===== src/rtl/banked_data_memory_pkg.sv =====
// Shared types, defaults and helpers for the banked data memory.
// Latency: n/a (declarations only).
// Backpressure: n/a (declarations only).
// Contents: default widths/depth, FSM state encoding, index-width helper.
package banked_data_memory_pkg;

  // Defaults match the gen-1 8x256 array this block replaces.
  localparam int DMEM_DW    = 8;
  localparam int DMEM_AW    = 8;
  localparam int DMEM_DEPTH = 256;

  typedef enum logic {
    ST_CLEAR = 1'b0,
    ST_RUN   = 1'b1
  } dmem_state_e;

  // Word-index width for a DEPTH-entry array; never below 1 so a
  // single-word memory still gets a legal vector.
  function automatic int idx_width(input int depth);
    return (depth > 1) ? $clog2(depth) : 1;
  endfunction

endpackage


===== src/rtl/banked_data_memory_if.sv =====
// CPU-side request/response bundle of the banked data memory.
// Latency: n/a (wiring only).
// Backpressure: master holds a request only while the slave drives ready.
// Ports (master view): out req, writeEn (0=write), address, byteEn, write_data;
//                      in  ready, read_data, read_valid, err, busy.
interface banked_data_memory_if #(
  parameter int DATA_WIDTH = 8,
  parameter int ADDR_WIDTH = 8
) ();

  logic                      req;
  logic                      ready;
  logic                      writeEn;
  logic [ADDR_WIDTH-1:0]     address;
  logic [DATA_WIDTH/8-1:0]   byteEn;
  logic [DATA_WIDTH-1:0]     write_data;
  logic [DATA_WIDTH-1:0]     read_data;
  logic                      read_valid;
  logic                      err;
  logic                      busy;

  modport master (
    output req, writeEn, address, byteEn, write_data,
    input  ready, read_data, read_valid, err, busy
  );

  modport slave (
    input  req, writeEn, address, byteEn, write_data,
    output ready, read_data, read_valid, err, busy
  );

endinterface


===== src/rtl/banked_data_memory_dmem_array.sv =====
// DEPTH x DATA_WIDTH storage with byte-masked synchronous write, async read.
// Latency: write lands at the clock edge; read is combinational.
// Backpressure: none, one write port and one read port every cycle.
// Ports: clk; we, waddr, wbe, wdata (write side); raddr -> rdata (read side).
module dmem_array
  import banked_data_memory_pkg::*;
#(
  parameter int DATA_WIDTH = DMEM_DW,
  parameter int DEPTH      = DMEM_DEPTH,
  parameter int IW         = idx_width(DEPTH)
) (
  input  logic                    clk,
  input  logic                    we,
  input  logic [IW-1:0]           waddr,
  input  logic [DATA_WIDTH/8-1:0] wbe,
  input  logic [DATA_WIDTH-1:0]   wdata,
  input  logic [IW-1:0]           raddr,
  output logic [DATA_WIDTH-1:0]   rdata
);

  localparam int NB = DATA_WIDTH / 8;

  logic [DATA_WIDTH-1:0] mem [DEPTH];

  // Contents are deliberately not reset; the wrapper's clear sweep
  // provides a known state when that is wanted.
  always_ff @(posedge clk) begin
    if (we) begin
      for (int i = 0; i < NB; i++) begin
        if (wbe[i]) begin
          mem[waddr][8*i +: 8] <= wdata[8*i +: 8];
        end
      end
    end
  end

  assign rdata = mem[raddr];

endmodule


===== src/rtl/banked_data_memory.sv =====
// Single-port data memory for the dCPU load/store path with post-reset clear.
// Latency: reads return 1 cycle after accept; throughput 1 op per cycle.
// Backpressure: ready=0 during the clear sweep; req while not ready is dropped.
// Ports: clk, rst_n (async, active-low), bus (slave: req/ready, writeEn(0=wr),
//        address, byteEn, write_data, read_data, read_valid, err, busy).
module banked_data_memory
  import banked_data_memory_pkg::*;
#(
  parameter int DATA_WIDTH   = DMEM_DW,
  parameter int ADDR_WIDTH   = DMEM_AW,
  parameter int DEPTH        = DMEM_DEPTH,
  parameter bit CLEAR_ON_RST = 1'b1
) (
  input  logic                  clk,
  input  logic                  rst_n,
  banked_data_memory_if.slave   bus
);

  localparam int NB = DATA_WIDTH / 8;
  localparam int IW = idx_width(DEPTH);

  // One extra bit so DEPTH == 2**ADDR_WIDTH is representable.
  localparam logic [ADDR_WIDTH:0] DEPTH_LIM = (ADDR_WIDTH+1)'(DEPTH);
  localparam logic [IW-1:0]       LAST_IDX  = IW'(DEPTH - 1);
  localparam dmem_state_e         RST_STATE = CLEAR_ON_RST ? ST_CLEAR : ST_RUN;

  dmem_state_e           state;
  logic [IW-1:0]         clr_cnt;
  logic                  ready_q;
  logic                  busy_q;
  logic                  rv_q;
  logic                  err_q;
  logic [DATA_WIDTH-1:0] rd_q;

  logic                  accept;
  logic                  in_range;
  logic [IW-1:0]         acc_idx;
  logic                  clearing;

  logic                  arr_we;
  logic [IW-1:0]         arr_waddr;
  logic [NB-1:0]         arr_wbe;
  logic [DATA_WIDTH-1:0] arr_wdata;
  logic [DATA_WIDTH-1:0] arr_rdata;

  assign accept   = bus.req & ready_q;
  assign in_range = ({1'b0, bus.address} < DEPTH_LIM);
  // Out-of-range addresses are parked on index 0 so the array is never
  // indexed past its end; their result is discarded anyway.
  assign acc_idx  = in_range ? bus.address[IW-1:0] : '0;
  assign clearing = (state == ST_CLEAR);

  // The sweep owns the write port while clearing; ready is low then, so
  // no accepted request can compete for it.
  always_comb begin
    arr_we    = 1'b0;
    arr_waddr = acc_idx;
    arr_wbe   = bus.byteEn;
    arr_wdata = bus.write_data;
    if (clearing) begin
      arr_we    = 1'b1;
      arr_waddr = clr_cnt;
      arr_wbe   = '1;
      arr_wdata = '0;
    end else if (accept && !bus.writeEn && in_range) begin
      arr_we    = 1'b1;
    end
  end

  dmem_array #(
    .DATA_WIDTH (DATA_WIDTH),
    .DEPTH      (DEPTH),
    .IW         (IW)
  ) u_array (
    .clk   (clk),
    .we    (arr_we),
    .waddr (arr_waddr),
    .wbe   (arr_wbe),
    .wdata (arr_wdata),
    .raddr (acc_idx),
    .rdata (arr_rdata)
  );

  always_ff @(posedge clk or negedge rst_n) begin
    if (!rst_n) begin
      state   <= RST_STATE;
      clr_cnt <= '0;
      ready_q <= 1'b0;
      busy_q  <= CLEAR_ON_RST;
      rv_q    <= 1'b0;
      err_q   <= 1'b0;
      rd_q    <= '0;
    end else begin
      rv_q  <= 1'b0;
      err_q <= 1'b0;
      case (state)
        ST_CLEAR: begin
          ready_q <= 1'b0;
          busy_q  <= 1'b1;
          clr_cnt <= clr_cnt + 1'b1;
          // Raise ready on the same edge that writes the last word so the
          // sweep occupies exactly DEPTH cycles.
          if (clr_cnt == LAST_IDX) begin
            state   <= ST_RUN;
            clr_cnt <= '0;
            ready_q <= 1'b1;
            busy_q  <= 1'b0;
          end
        end
        ST_RUN: begin
          ready_q <= 1'b1;
          busy_q  <= 1'b0;
          if (accept) begin
            err_q <= ~in_range;
            // read_data only moves on an accepted read and otherwise holds.
            if (bus.writeEn) begin
              rv_q <= 1'b1;
              rd_q <= in_range ? arr_rdata : '0;
            end
          end
        end
        default: begin
          state <= RST_STATE;
        end
      endcase
    end
  end

  assign bus.ready      = ready_q;
  assign bus.busy       = busy_q;
  assign bus.read_valid = rv_q;
  assign bus.err        = err_q;
  assign bus.read_data  = rd_q;

endmodule


===== src/flat_wrapper.sv =====
// flat-port wrapper written by rule: the top's interface ports become plain ports
module banked_data_memory_flat import banked_data_memory_pkg::*;
#(
  parameter int DATA_WIDTH   = DMEM_DW,
  parameter int ADDR_WIDTH   = DMEM_AW,
  parameter int DEPTH        = DMEM_DEPTH,
  parameter bit CLEAR_ON_RST = 1'b1
)
  (clk, rst_n, bus_req, bus_writeEn, bus_address, bus_byteEn, bus_write_data, bus_ready, bus_read_data, bus_read_valid, bus_err, bus_busy);
  banked_data_memory_if #(.DATA_WIDTH(DATA_WIDTH), .ADDR_WIDTH(ADDR_WIDTH)) bus_i ();
  input  logic clk;
  input  logic rst_n;
  input wire logic [$bits(bus_i.req)-1:0] bus_req;
  input wire logic [$bits(bus_i.writeEn)-1:0] bus_writeEn;
  input wire logic [$bits(bus_i.address)-1:0] bus_address;
  input wire logic [$bits(bus_i.byteEn)-1:0] bus_byteEn;
  input wire logic [$bits(bus_i.write_data)-1:0] bus_write_data;
  output wire logic [$bits(bus_i.ready)-1:0] bus_ready;
  output wire logic [$bits(bus_i.read_data)-1:0] bus_read_data;
  output wire logic [$bits(bus_i.read_valid)-1:0] bus_read_valid;
  output wire logic [$bits(bus_i.err)-1:0] bus_err;
  output wire logic [$bits(bus_i.busy)-1:0] bus_busy;
  assign bus_i.req = bus_req;
  assign bus_i.writeEn = bus_writeEn;
  assign bus_i.address = bus_address;
  assign bus_i.byteEn = bus_byteEn;
  assign bus_i.write_data = bus_write_data;
  assign bus_ready = bus_i.ready;
  assign bus_read_data = bus_i.read_data;
  assign bus_read_valid = bus_i.read_valid;
  assign bus_err = bus_i.err;
  assign bus_busy = bus_i.busy;
  banked_data_memory #(.DATA_WIDTH(DATA_WIDTH), .ADDR_WIDTH(ADDR_WIDTH), .DEPTH(DEPTH), .CLEAR_ON_RST(CLEAR_ON_RST)) u_core (.clk(clk), .rst_n(rst_n), .bus(bus_i));
endmodule

===== config.mk =====
export PLATFORM = sky130hd
export DESIGN_NAME = banked_data_memory_flat
export DESIGN_NICKNAME = d
export VERILOG_FILES = /design/src/rtl/banked_data_memory_pkg.sv /design/src/rtl/banked_data_memory_if.sv /design/src/rtl/banked_data_memory_dmem_array.sv /design/src/rtl/banked_data_memory.sv /design/src/flat_wrapper.sv
export SDC_FILE = /design/constraint.sdc
export NUM_CORES = 2
export LEC_CHECK = 0
export BUFFER_PORTS_ARGS = -buffer_cell sky130_fd_sc_hd__buf_2
export CAP_MARGIN = 0
export CORE_MARGIN = 2
export CORE_UTILIZATION = 40
export CTS_CLUSTER_SIZE = 10
export DETAILED_ROUTE_END_ITERATION = 10
export RECOVER_POWER = 100
export SLEW_MARGIN = 20
export SYNTH_ARGS = -nofsm -noshare
export SYNTH_HDL_FRONTEND = slang
export SYNTH_HIERARCHICAL = 1
export SYNTH_SLANG_ARGS = --single-unit
export TNS_END_PERCENT = 20

===== constraint.sdc =====
create_clock -name clk -period 12.08 [get_ports clk]
set_input_delay 1.208 -clock clk [delete_from_list [all_inputs] [get_ports clk]]
set_output_delay 1.208 -clock clk [all_outputs]
set_load 0.05 [all_outputs]

==> flow_metrics.tcl <==
set metrics [dict create \
    status "finished, violations left" \
    violations "capacitance limit, slew limit" \
    yosys-top-cells-area "edfxtp_1, mux4_2, mux2i_1" \
    setup_tns_ps 0 \
    drtIter0Drc 4917 \
    drt-pass1-iter-count 6 \
    routed_wl_um 203000 \
    setup_viol 0 \
    synth_fp_nets 3861 \
    antenna_found_initial 9 \
    fin_crit_ps 7880 \
    crit_family "buffers and inverters" \
    wl_met3_um 14300 \
    clk_path_buf_depth 3 \
    synth-seq-cells 2067 \
    finalPower_mw 14.1 \
    maxSlewViolCount 1239 \
    power_density_nw_per_um2 158 \
    final_util_pct 44.7 \
    synthCells 3839 \
    wl_per_cell_um 30.3 \
    start_kind "register" \
    crit_path_cell_trace "clkbuf_1, and2_0, clkbuf_2" \
    row_count 164 \
    critPathMaxFanout 195 \
    grt_overflow 0 \
    dr_wl_met2_um 98400 \
    die_h_um 453 \
    clock_latency_ps 840 \
    critPathArrivalTime_ps 7890 \
    gp_congestion 0.829 \
    cts_resized 0 \
    io_buffers 31 \
    clock_sinks 2067 \
    cts-htree-levels 4 \
    cap_violations 23 \
    hold_violations 0 \
    worstMarginPinSlew_ps 4650 \
    grt_start_max_net_pins 209 \
    grt_pass1_vias 39229 \
    hold_path.class "reg2reg" \
    drive_gt1_share_pct 18.8 \
    post_cts_buffers 0 \
    worst-path-buf-inv 2 \
    yosys.area.top_type "edfxtp_1" \
    fp.dieW_um 453 \
    hold_buffers 0 \
    placed_cells 6369 \
    wl_met1_um 84500 \
    drt-vias-per-instance 5.92 \
    ys_warn_count 6 \
    rsz0062_at_grt "false" \
    post-route-drc-count 0 \
    endpoint_kind "register" \
    synth_top_area_share_pct 76.2 \
    synth_flop_cell "edfxtp_1" \
    root_buffer "clkbuf_16" \
    area_growth_pct 10.8 \
    syn_area_per_cell_um2 21.0 \
    post-route-period-util_pct 65.2 \
    grt_usage_pct 19.6 \
    critPathRequiredTime_ps 12090 \
    dp_hpwl_um 121000 \
    seq_area_frac_synth_pct 76.8 \
    grt_pass1_wl_um 290000 \
    die-area_um2 205000 \
    slowest_stage "clkbuf_2" \
    cp_slowest_stage_delay_ps 3190 \
    cts_inserted_buffers 225 \
    fin_skew_ps 32.4 \
    syn_area_um2 80700 \
    max_freq_ghz 0.127 \
    tritoncts "done" \
    ant_nets 0 \
    instances_no_fill 6687 \
    core_um2 200000 \
    slew_headroom_pct -210 \
    boundaryPins 33 \
    start_util_pct 40.3 \
    async_reset_ff_share_pct 0.919 \
    ir_drop_mv 0.145 \
    clk_pin_slew_ps 50 \
    path_class "reg2reg" \
    synth_edf_count 2048 \
    nets 3964 \
    num_vias 39587 \
    dr.max_layer_used "met5" \
    synth_cell_types 75 \
    p_leak_nw 22.3 \
]
-- sequential cells by signal, indices dropped and copies added, names as in the netlist --
name,count
u_core/clr_cnt,8
u_core/bus.read_data,8
u_core/bus.ready,1
u_core/bus.read_valid,1
u_core/u_array/mem,2048
u_core/bus.busy,1
-- final cells by class --
type	instances	area [um2]
fill	16684	111000
sequential	2067	62000
multi-input combinational	1528	17200
clock buffer	299	6010
tap	2656	3320
timing repair buffer	113	778
clock inverter	12	143
inverter	7	26.3
antenna	5	12.5
-- synthesized netlist by cell type, types with 4 or more instances --
cell type and instances:
and2_1 14, buf_8 10, buf_12 12, a221oi_1 12
nand3_1 29, buf_6 29, a22o_1 16, o22a_1 6
o31ai_1 6, o221ai_1 43, nor2_1 290, clkbuf_1 101
a22oi_1 135, buf_1 19, nand2_1 57, nor2b_1 25
mux4_2 397, nor3_1 21, dfrtp_1 18, or2_2 5
nand2b_1 10, buf_4 25, nand4_1 12, o211ai_1 9
mux4_1 45, o22ai_1 42, mux2i_1 153, a21oi_1 86
o21ai_0 8, nor4_1 23, a311oi_1 4, edfxtp_1 2048
a211o_1 5, a211oi_1 16, inv_1 7, buf_2 32
mux2_2 16
-- cells by family after synthesis --
| kind of cell | share of synthesized area [%] |
|---|---|
| adder cells (fa/ha/maj) | 0.0155 |
| flip-flops | 76.8 |
| AO/OA/AOI/OAI | 3.61 |
| multiplexers | 14.7 |
| buffers and inverters | 2.01 |
| XOR/XNOR | 0.0326 |
| other | 0.00465 |
| AND/OR/NAND/NOR | 2.85 |
-- power by group --
group	leakage, nW	switching, mW	total, mW	internal, mW
registers	14.4	0	7.76	7.76
logic	4.95	0.257	0.386	0.129
clock network	2.98	2.59	6.00	3.41
-- placed cells by master (no fill, tap or decap), types with 6 or more instances in the layout --
master     netlist  final
buf_4           25     47
a22oi_1        135    135
o221ai_1        43     43
nor3_1          21     15
buf_2           32     16
nor4_1          23     18
a22o_1          16     16
a211oi_1        16     16
o211ai_1         9      9
a221oi_1        12     12
nor3_2           0      6
edfxtp_1      2048   2048
o22a_1           6      6
o31ai_1          6      7
mux2i_1        153    153
o21ai_0          8      6
nand2_1         57     57
mux2_2          16     15
nand3_1         29     30
and2_0           0      9
inv_1            7      7
buf_12          12      7
nor2b_1         25     21
o22ai_1         42     42
nand2b_1        10     11
nor2_1         290    288
dfrtp_1         18     18
mux4_1          45     45
inv_6            0      6
mux4_2         397    397
clkbuf_1       101    108
a21oi_1         86     86
clkbuf_16        0    230
nand4_1         12     12
-- per-layer routing --
| metal | vias to the layer above | track usage [%] |
|---|---|---|
| met5 | - | 0 |
| met3 | 305 | 3.05 |
| met1 | 21368 | 27.5 |
| met2 | 1684 | 31.8 |
| li1 | 16226 | - |
| met4 | 4 | 5.41 |
-- through the flow --
stage / hold slack, ps / setup WS (ps) / instance area [um2]
6_report: 566 / 4200 / 89400
5_1_grt: 587 / 3520 / 89400
4_1_cts: 329 / 6960 / 89600
3_5_place_dp: 552 / 6080 / 83400
3_3_place_gp: 545 / 5940 / 83400
2_1_floorplan: 495 / 6780 / 80700
-- path summary, 6_finish.rpt --
path | start | slack (ps) | endpoint | depth (start not counted)
worst max register to register | u_core/bus.ready$_DFF_PN0_ | 4200 | u_core/u_array/mem[114][3]$_DFFE_PP_ | 3
max in group asynchronous | rst_n | 10480 | u_core/bus.read_data[0]$_DFFE_PN0P_ | 1
worst min register to register | u_core/clr_cnt[3]$_DFFE_PN0N_ | 570 | u_core/clr_cnt[3]$_DFFE_PN0N_ | 1
min in group asynchronous | rst_n | 710 | u_core/bus.read_valid$_DFF_PN0_ | 1
worst min-delay path | u_core/clr_cnt[3]$_DFFE_PN0N_ | 570 | u_core/clr_cnt[3]$_DFFE_PN0N_ | 1
worst max-delay path | u_core/bus.ready$_DFF_PN0_ | 4200 | u_core/u_array/mem[114][3]$_DFFE_PP_ | 3
No activity file was read; power rests on OpenSTA's default activity.
